**src/rtl/wdt_pkg.sv**
```systemverilog
// Shared constants for the windowed watchdog: register map, CTRL/STATUS bit
// positions and the default kick key.
package wdt_pkg;

    localparam logic [2:0] ADDR_CTRL   = 3'd0;
    localparam logic [2:0] ADDR_PRESC  = 3'd1;
    localparam logic [2:0] ADDR_TOUT_L = 3'd2;
    localparam logic [2:0] ADDR_TOUT_H = 3'd3;
    localparam logic [2:0] ADDR_WIN_L  = 3'd4;
    localparam logic [2:0] ADDR_WIN_H  = 3'd5;
    localparam logic [2:0] ADDR_CNT_L  = 3'd4;
    localparam logic [2:0] ADDR_CNT_H  = 3'd5;
    localparam logic [2:0] ADDR_KICK   = 3'd6;
    localparam logic [2:0] ADDR_STATUS = 3'd7;

    localparam int CTRL_EN     = 0;
    localparam int CTRL_WIN_EN = 1;
    localparam int CTRL_IRQ_EN = 2;
    localparam int CTRL_LOCK   = 3;

    localparam int ST_TO  = 0;
    localparam int ST_WV  = 1;
    localparam int ST_IRQ = 2;
    localparam int ST_RUN = 3;

    localparam logic [7:0] DEFAULT_KICK_KEY = 8'hA5;

endpackage

```
**src/rtl/wdt_prescaler.sv**
```systemverilog
// 8-bit prescaler: counts 0..presc while run is high and emits a one-cycle
// tick on the terminal value.
module wdt_prescaler (
    input  logic       clk,
    input  logic       reset,
    input  logic       run,
    input  logic       clr,
    input  logic [7:0] presc,
    output logic       tick
);

    logic [7:0] cnt;

    // >= rather than == so a PRESC lowered below the running count wraps at once.
    assign tick = run && (cnt >= presc);

    always_ff @(posedge clk or posedge reset) begin
        if (reset)
            cnt <= 8'd0;
        else if (clr || tick)
            cnt <= 8'd0;
        else if (run)
            cnt <= cnt + 8'd1;
    end

endmodule

```
**src/rtl/wdt_window_timer.sv**
```systemverilog
// Windowed watchdog on the TV80 I/O bus: prescaled down-counter, keyed kick,
// pre-timeout interrupt and a stretched CPU reset request.
module wdt_window_timer
    import wdt_pkg::*;
#(
    parameter int         CNT_W     = 16,
    parameter int         RST_LEN   = 16,
    parameter int         PRE_TICKS = 16,
    parameter logic [7:0] KICK_KEY  = DEFAULT_KICK_KEY
) (
    input  logic       clk,
    input  logic       reset,
    input  logic       pause_n,
    input  logic       cs_n,
    input  logic       rd_n,
    input  logic       wr_n,
    input  logic [2:0] addr,
    input  logic [7:0] data_in,
    output logic [7:0] data_out,
    output logic       int_n,
    output logic       wdt_reset
);

    localparam int PW = $clog2(RST_LEN + 1);

    logic             en, win_en, irq_en, lock;
    logic [7:0]       presc;
    logic [CNT_W-1:0] tout, win, count;
    logic             sts_to, sts_wv, sts_irq;
    logic [PW-1:0]    pulse_cnt;
    logic             write_sel_q;

    logic write_sel, read_sel, wr_pulse, cfg_wr, kick_wr, kick_ok, kick_bad;
    logic tick, timeout, trigger, en_rise, irq_hit, w1c;

    assign write_sel = !cs_n && rd_n && !wr_n;
    assign read_sel  = !cs_n && !rd_n && wr_n;
    assign wr_pulse  = write_sel && !write_sel_q;
    assign cfg_wr    = wr_pulse && !lock;
    assign w1c       = wr_pulse && (addr == ADDR_STATUS);

    assign kick_wr  = wr_pulse && (addr == ADDR_KICK) && en;
    assign kick_ok  = kick_wr && (data_in == KICK_KEY) && (!win_en || count <= win);
    assign kick_bad = kick_wr && !kick_ok;

    // A valid kick landing on the expiring tick rescues the count.
    assign timeout = tick && (count == '0) && !kick_ok;
    assign trigger = timeout || kick_bad;
    assign en_rise = cfg_wr && (addr == ADDR_CTRL) && data_in[CTRL_EN] && !en;
    assign irq_hit = en && irq_en && (count <= CNT_W'(PRE_TICKS));
    assign int_n   = !(sts_irq && irq_en);

    wdt_prescaler u_presc (
        .clk   (clk),
        .reset (reset),
        .run   (en && pause_n),
        .clr   (en_rise || kick_ok),
        .presc (presc),
        .tick  (tick)
    );

    always_ff @(posedge clk or posedge reset) begin
        if (reset) begin
            en          <= 1'b0;
            win_en      <= 1'b0;
            irq_en      <= 1'b0;
            lock        <= 1'b0;
            presc       <= 8'd0;
            tout        <= '1;
            win         <= '0;
            count       <= '1;
            sts_to      <= 1'b0;
            sts_wv      <= 1'b0;
            sts_irq     <= 1'b0;
            pulse_cnt   <= '0;
            wdt_reset   <= 1'b0;
            write_sel_q <= 1'b0;
        end else begin
            // NOTE: all state here uses non-blocking assignments; later
            // statements in this block deliberately override earlier ones.
            write_sel_q <= write_sel;

            if (cfg_wr) begin
                case (addr)
                    ADDR_CTRL: begin
                        en     <= data_in[CTRL_EN];
                        win_en <= data_in[CTRL_WIN_EN];
                        irq_en <= data_in[CTRL_IRQ_EN];
                        if (data_in[CTRL_LOCK])
                            lock <= 1'b1;
                    end
                    ADDR_PRESC:  presc <= data_in;
                    ADDR_TOUT_L: tout[7:0] <= data_in;
                    ADDR_TOUT_H: tout[CNT_W-1:8] <= data_in[CNT_W-9:0];
                    ADDR_WIN_L:  win[7:0] <= data_in;
                    ADDR_WIN_H:  win[CNT_W-1:8] <= data_in[CNT_W-9:0];
                    default: ;
                endcase
            end

            if (trigger || en_rise || kick_ok)
                count <= tout;
            else if (tick)
                count <= count - CNT_W'(1);

            if (trigger)
                en <= 1'b0;

            // Flag sets are ordered after write-1-to-clear so a coincident set wins.
            if (w1c && data_in[ST_TO])  sts_to <= 1'b0;
            if (w1c && data_in[ST_WV])  sts_wv <= 1'b0;
            if (w1c && data_in[ST_IRQ]) sts_irq <= 1'b0;
            if (timeout)  sts_to <= 1'b1;
            if (kick_bad) sts_wv <= 1'b1;
            if (irq_hit)  sts_irq <= 1'b1;
            if (kick_ok)  sts_irq <= 1'b0;

            if (wdt_reset) begin
                if (pulse_cnt == '0)
                    wdt_reset <= 1'b0;
                else
                    pulse_cnt <= pulse_cnt - PW'(1);
            end else if (trigger) begin
                wdt_reset <= 1'b1;
                pulse_cnt <= PW'(RST_LEN - 1);
            end
        end
    end

    always_comb begin
        // NOTE: default assignment first so no path leaves data_out unassigned (no latch).
        data_out = 8'h00;
        if (read_sel) begin
            case (addr)
                ADDR_CTRL:   data_out = {4'b0, lock, irq_en, win_en, en};
                ADDR_PRESC:  data_out = presc;
                ADDR_TOUT_L: data_out = tout[7:0];
                ADDR_TOUT_H: data_out = 8'(tout >> 8);
                ADDR_CNT_L:  data_out = count[7:0];
                ADDR_CNT_H:  data_out = 8'(count >> 8);
                ADDR_STATUS: data_out = {4'b0, en, sts_irq, sts_wv, sts_to};
                default:     data_out = 8'h00;
            endcase
        end
    end

endmodule

```
**config.mk**
```make
export PLATFORM = sky130hd
export DESIGN_NAME = wdt_window_timer
export DESIGN_NICKNAME = d
export VERILOG_FILES = /design/src/rtl/wdt_pkg.sv /design/src/rtl/wdt_prescaler.sv /design/src/rtl/wdt_window_timer.sv
export SDC_FILE = /design/constraint.sdc
export NUM_CORES = 1
export LEC_CHECK = 0
export ABC_AREA = 1
export CORE_MARGIN = 4
export CORE_UTILIZATION = 45
export CTS_CLUSTER_DIAMETER = 50
export DETAILED_ROUTE_END_ITERATION = 12
export GPL_ROUTABILITY_DRIVEN = 0
export SYNTH_ARGS = -nofsm -noshare
export SYNTH_HDL_FRONTEND = slang
export SYNTH_SLANG_ARGS = --single-unit
```
**constraint.sdc**
```tcl
create_clock -name clk -period 4.98 [get_ports clk]
set_clock_uncertainty 0.15 [all_clocks]
set_input_delay 0.996 -clock clk [delete_from_list [all_inputs] [get_ports clk]]
set_output_delay 0.996 -clock clk [all_outputs]
set_load 0.005 [all_outputs]
```
==> metrics.yaml, run 1 <==
synthesis:
  synthTopCellsByCount: "177 x nand2_1, 89 x inv_1, 57 x o21ai_0"
  yosys_register_bits: 78
  syn_inst: 623
  ys_async_sr_fraction: 1.000
  yosysTopAreaCell: "dfrtp_1"
  synth_top_area_frac: 0.2393
  syn_area_per_cell_sq_um: 7.722
  synth_warnings: 0
  synth_most_common_cell: "nand2_1"
  synth_edf_count: 0
  syn_area_sq_um: 4811
  yosysSeqAreaShare: 0.4140
  synth.distinct_cells: 44
  synthFlopType: "dfrtp_1"
  ys_top_cells_by_area: "dfrtp_1 24%, dfstp_2 17%, nand2_1 14%"
  syn_nets: 668
place:
  placed_area_sq_um: 5211
  dp_slack_ps: 498.0
  hpwl_microns: 10260
  port_buffers: 26
  place_inst: 779
timing:
  hold_violations: 0
  rsz0062_at_grt: "false"
  holdWs_ps: 323.6
  tightest_slew_ps: 900.3
  finalSetupTns_ps: 0
  max_slew_margin: 0.3991
  timing.final.crit_share: 0.9285
  layout_min_cycle_time_ps: 4624
  fmax_ghz: 0.2163
  setup_viol: 0
  finalMaxSlewViolations: 0
  fin_ws_ps: 356.3
layout:
  finalNonFillerCells: 795
  drive_gt1_frac: 0.1093
  finalNetCount: 699
  area_delta_synth_final_pct: 13.19
  num_antenna_cells: 0
  design_area_sq_um: 5445
  n_fill_cell: 1032
routing:
  totalWireLength_microns: 13780
  postRouteAntennaNets: 0
  avgRoutedWirePerCell_microns: 17.34
  drt_iter0_markers: 391
  drc_errors: 0
  first_pass_iters: 5
  post_drt_via_cell_ratio: 5.413
  num_vias: 4303
global_route:
  grt.total_usage: 0.2288
  grt_pass1_wl_microns: 22250
  grt_pass1_vias: 4171
  grt-ovfl-total: 0
  grt_max_degree: 53
  grt_antenna_before_repair: 0
outcome:
  status: "finished, final reports clean"
worst_setup_path:
  crit_required_ps: 3830
  setup.worst_path.start: "addr[0]"
  crit_slowest_cell: "clkdlybuf4s50_1"
  critical_path_class: "input pin to output pin"
  startpoint_type: "input pin"
  end_kind: "output pin"
  crit_family: "buffers and inverters"
  max_stage_delay_ps: 590
  path_max_fanout: 6
  cp_num_buf_inv: 4
  path_cells: "clkdlybuf4s50_1 > inv_1 > nor3_1 > inv_1 > o21ai_0 > a21oi_1 > a31oi_1 > clkdlybuf4s50_1"
  r2r_start: "count[0]$_DFFE_PP1P_"
  cp.arrival_ps: 3480
clock_network:
  clk_pin_slew_ps: 80
  htreeDepth: 3
  cts_tree: "yes"
  insertion_delay_ps: 360
  hold_buffers: 0
  ctsLongestPathBuffers: 2
  cts_root_buf: "clkbuf_8"
  clock-sinks: 78
  postCtsResizedCells: 0
  post-cts-setup-buffer-count: 0
  cts_buffers: 9
power:
  power_switching_uw: 1045
  p_leak_uw: 0.002554
  seq_power_share: 0.414
  p_clk_frac: 0.215
  pwr-share-comb: 0.371
  intPower_uw: 1572
  powerDensity_nw_per_um2: 480.7
  max-vdd-ir-drop_mv: 0.1777
  sw_frac_of_total: 0.3993
run:
  maxCapViolations: 0
floorplan:
  rows: 37
  die_area_sq_um: 12410
  fp.dieH_microns: 111.4
  initial_core_util: 0.4639
  coreArea_sq_um: 10370
  fp.dieW_microns: 111.4
  io_pins: 27
worst_hold_path:
  min-delay-start: "pulse_cnt[4]$_DFFE_PP0P_"
  hp-class: "register to register"
## cell type report
| type | instances | area (sq um) | area share |
|---|---|---|---|
| inverter | 92 | 346.6 | 0.06365 |
| multi-input combinational | 444 | 2420 | 0.4444 |
| clock inverter | 3 | 65.06 | 0.01195 |
| sequential | 78 | 1992 | 0.3658 |
| timing repair buffer | 29 | 282.8 | 0.05193 |
| tap | 136 | 170.2 | 0.03125 |
| clock buffer | 13 | 168.9 | 0.03102 |
## flip-flops by register name (all words and copies together) (netlist names)
register     cells
lock             1
wdt_reset        1
en               1
win_en           1
win             16
presc            8
count           16
sts_irq          1
write_sel_q      1
sts_wv           1
tout            16
pulse_cnt        5
irq_en           1
sts_to           1
u_presc.cnt      8
## layer usage
layer / routed length, microns / track usage / vias up
li1: - / - / 2099
met1: 6183 / 0.3074 / 2014
met2: 6413 / 0.3675 / 157
met3: 800 / 0.04348 / 33
met4: 385 / 0.08840 / 0
met5: 0 / 0 / -
## worst paths after layout
| kind | end | slack [ps] | depth (start not counted) |
|---|---|---|---|
| setup / recovery | data_out[7] | 360 | 8 |
| hold / removal | pulse_cnt[4]$_DFFE_PP0P_ | 320 | 2 |
| setup reg to reg | count[6]$_DFFE_PP1P_ | 1720 | 19 |
| hold reg to reg | pulse_cnt[4]$_DFFE_PP0P_ | 320 | 2 |
| max in group asynchronous | count[8]$_DFFE_PP1P_ | 2810 | 3 |
| min in group asynchronous | presc[5]$_DFFE_PP0P_ | 970 | 2 |
## through the flow
step	util	power, uW
after floorplan	-	1746
after global placement	0.5025	2021
after detailed placement	0.5025	2048
after CTS	0.5251	2616
after global routing	0.5251	2826
final	0.5251	2617
## tightest hold or removal path: stages (launching register included)
cell	delay, ps
dfrtp_1	350
nand2_1	50
nand2_1	50
## power groups by stage
| stage | sequential (uW) | clock (uW) | combinational, uW |
|---|---|---|---|
| final | 1080 | 562 | 971 |
| after global routing | 1110 | 597 | 1120 |
| after CTS | 1080 | 570 | 967 |
| after detailed placement | 1090 | 0 | 958 |
| after global placement | 1090 | 0 | 932 |
| after floorplan | 1010 | 0 | 740 |
## cells in the final DEF, fill, tap and decap left out, drive strengths merged, types with 18 or more instances in the layout
cell,n
ha,28
a21oi,18
dfstp,32
inv,91
clkdlybuf4s50,26
dfrtp,46
nand3,32
o21ai,59
nand2,184
nor2,45
## cell families after synthesis
| family | share of synthesized area |
|---|---|
| buffers and inverters | 0.08296 |
| flip-flops | 0.4140 |
| adder cells (fa/ha/maj) | 0.07282 |
| XOR/XNOR | 0.03641 |
| AO/OA/AOI/OAI | 0.1303 |
| AND/OR/NAND/NOR | 0.2635 |
(Power assumes the default switching activity.)
==> run 2: changes to the inputs <==
--- a/config.mk
+++ b/config.mk
@@ -11,6 +11,7 @@
 export CTS_CLUSTER_DIAMETER = 50
 export DETAILED_ROUTE_END_ITERATION = 12
 export GPL_ROUTABILITY_DRIVEN = 0
+export SLEW_MARGIN = 20
 export SYNTH_ARGS = -nofsm -noshare
 export SYNTH_HDL_FRONTEND = slang
 export SYNTH_SLANG_ARGS = --single-unit
==> results of run 2 <==
The final DEF is identical to that of run 1; final timing and power are the same.
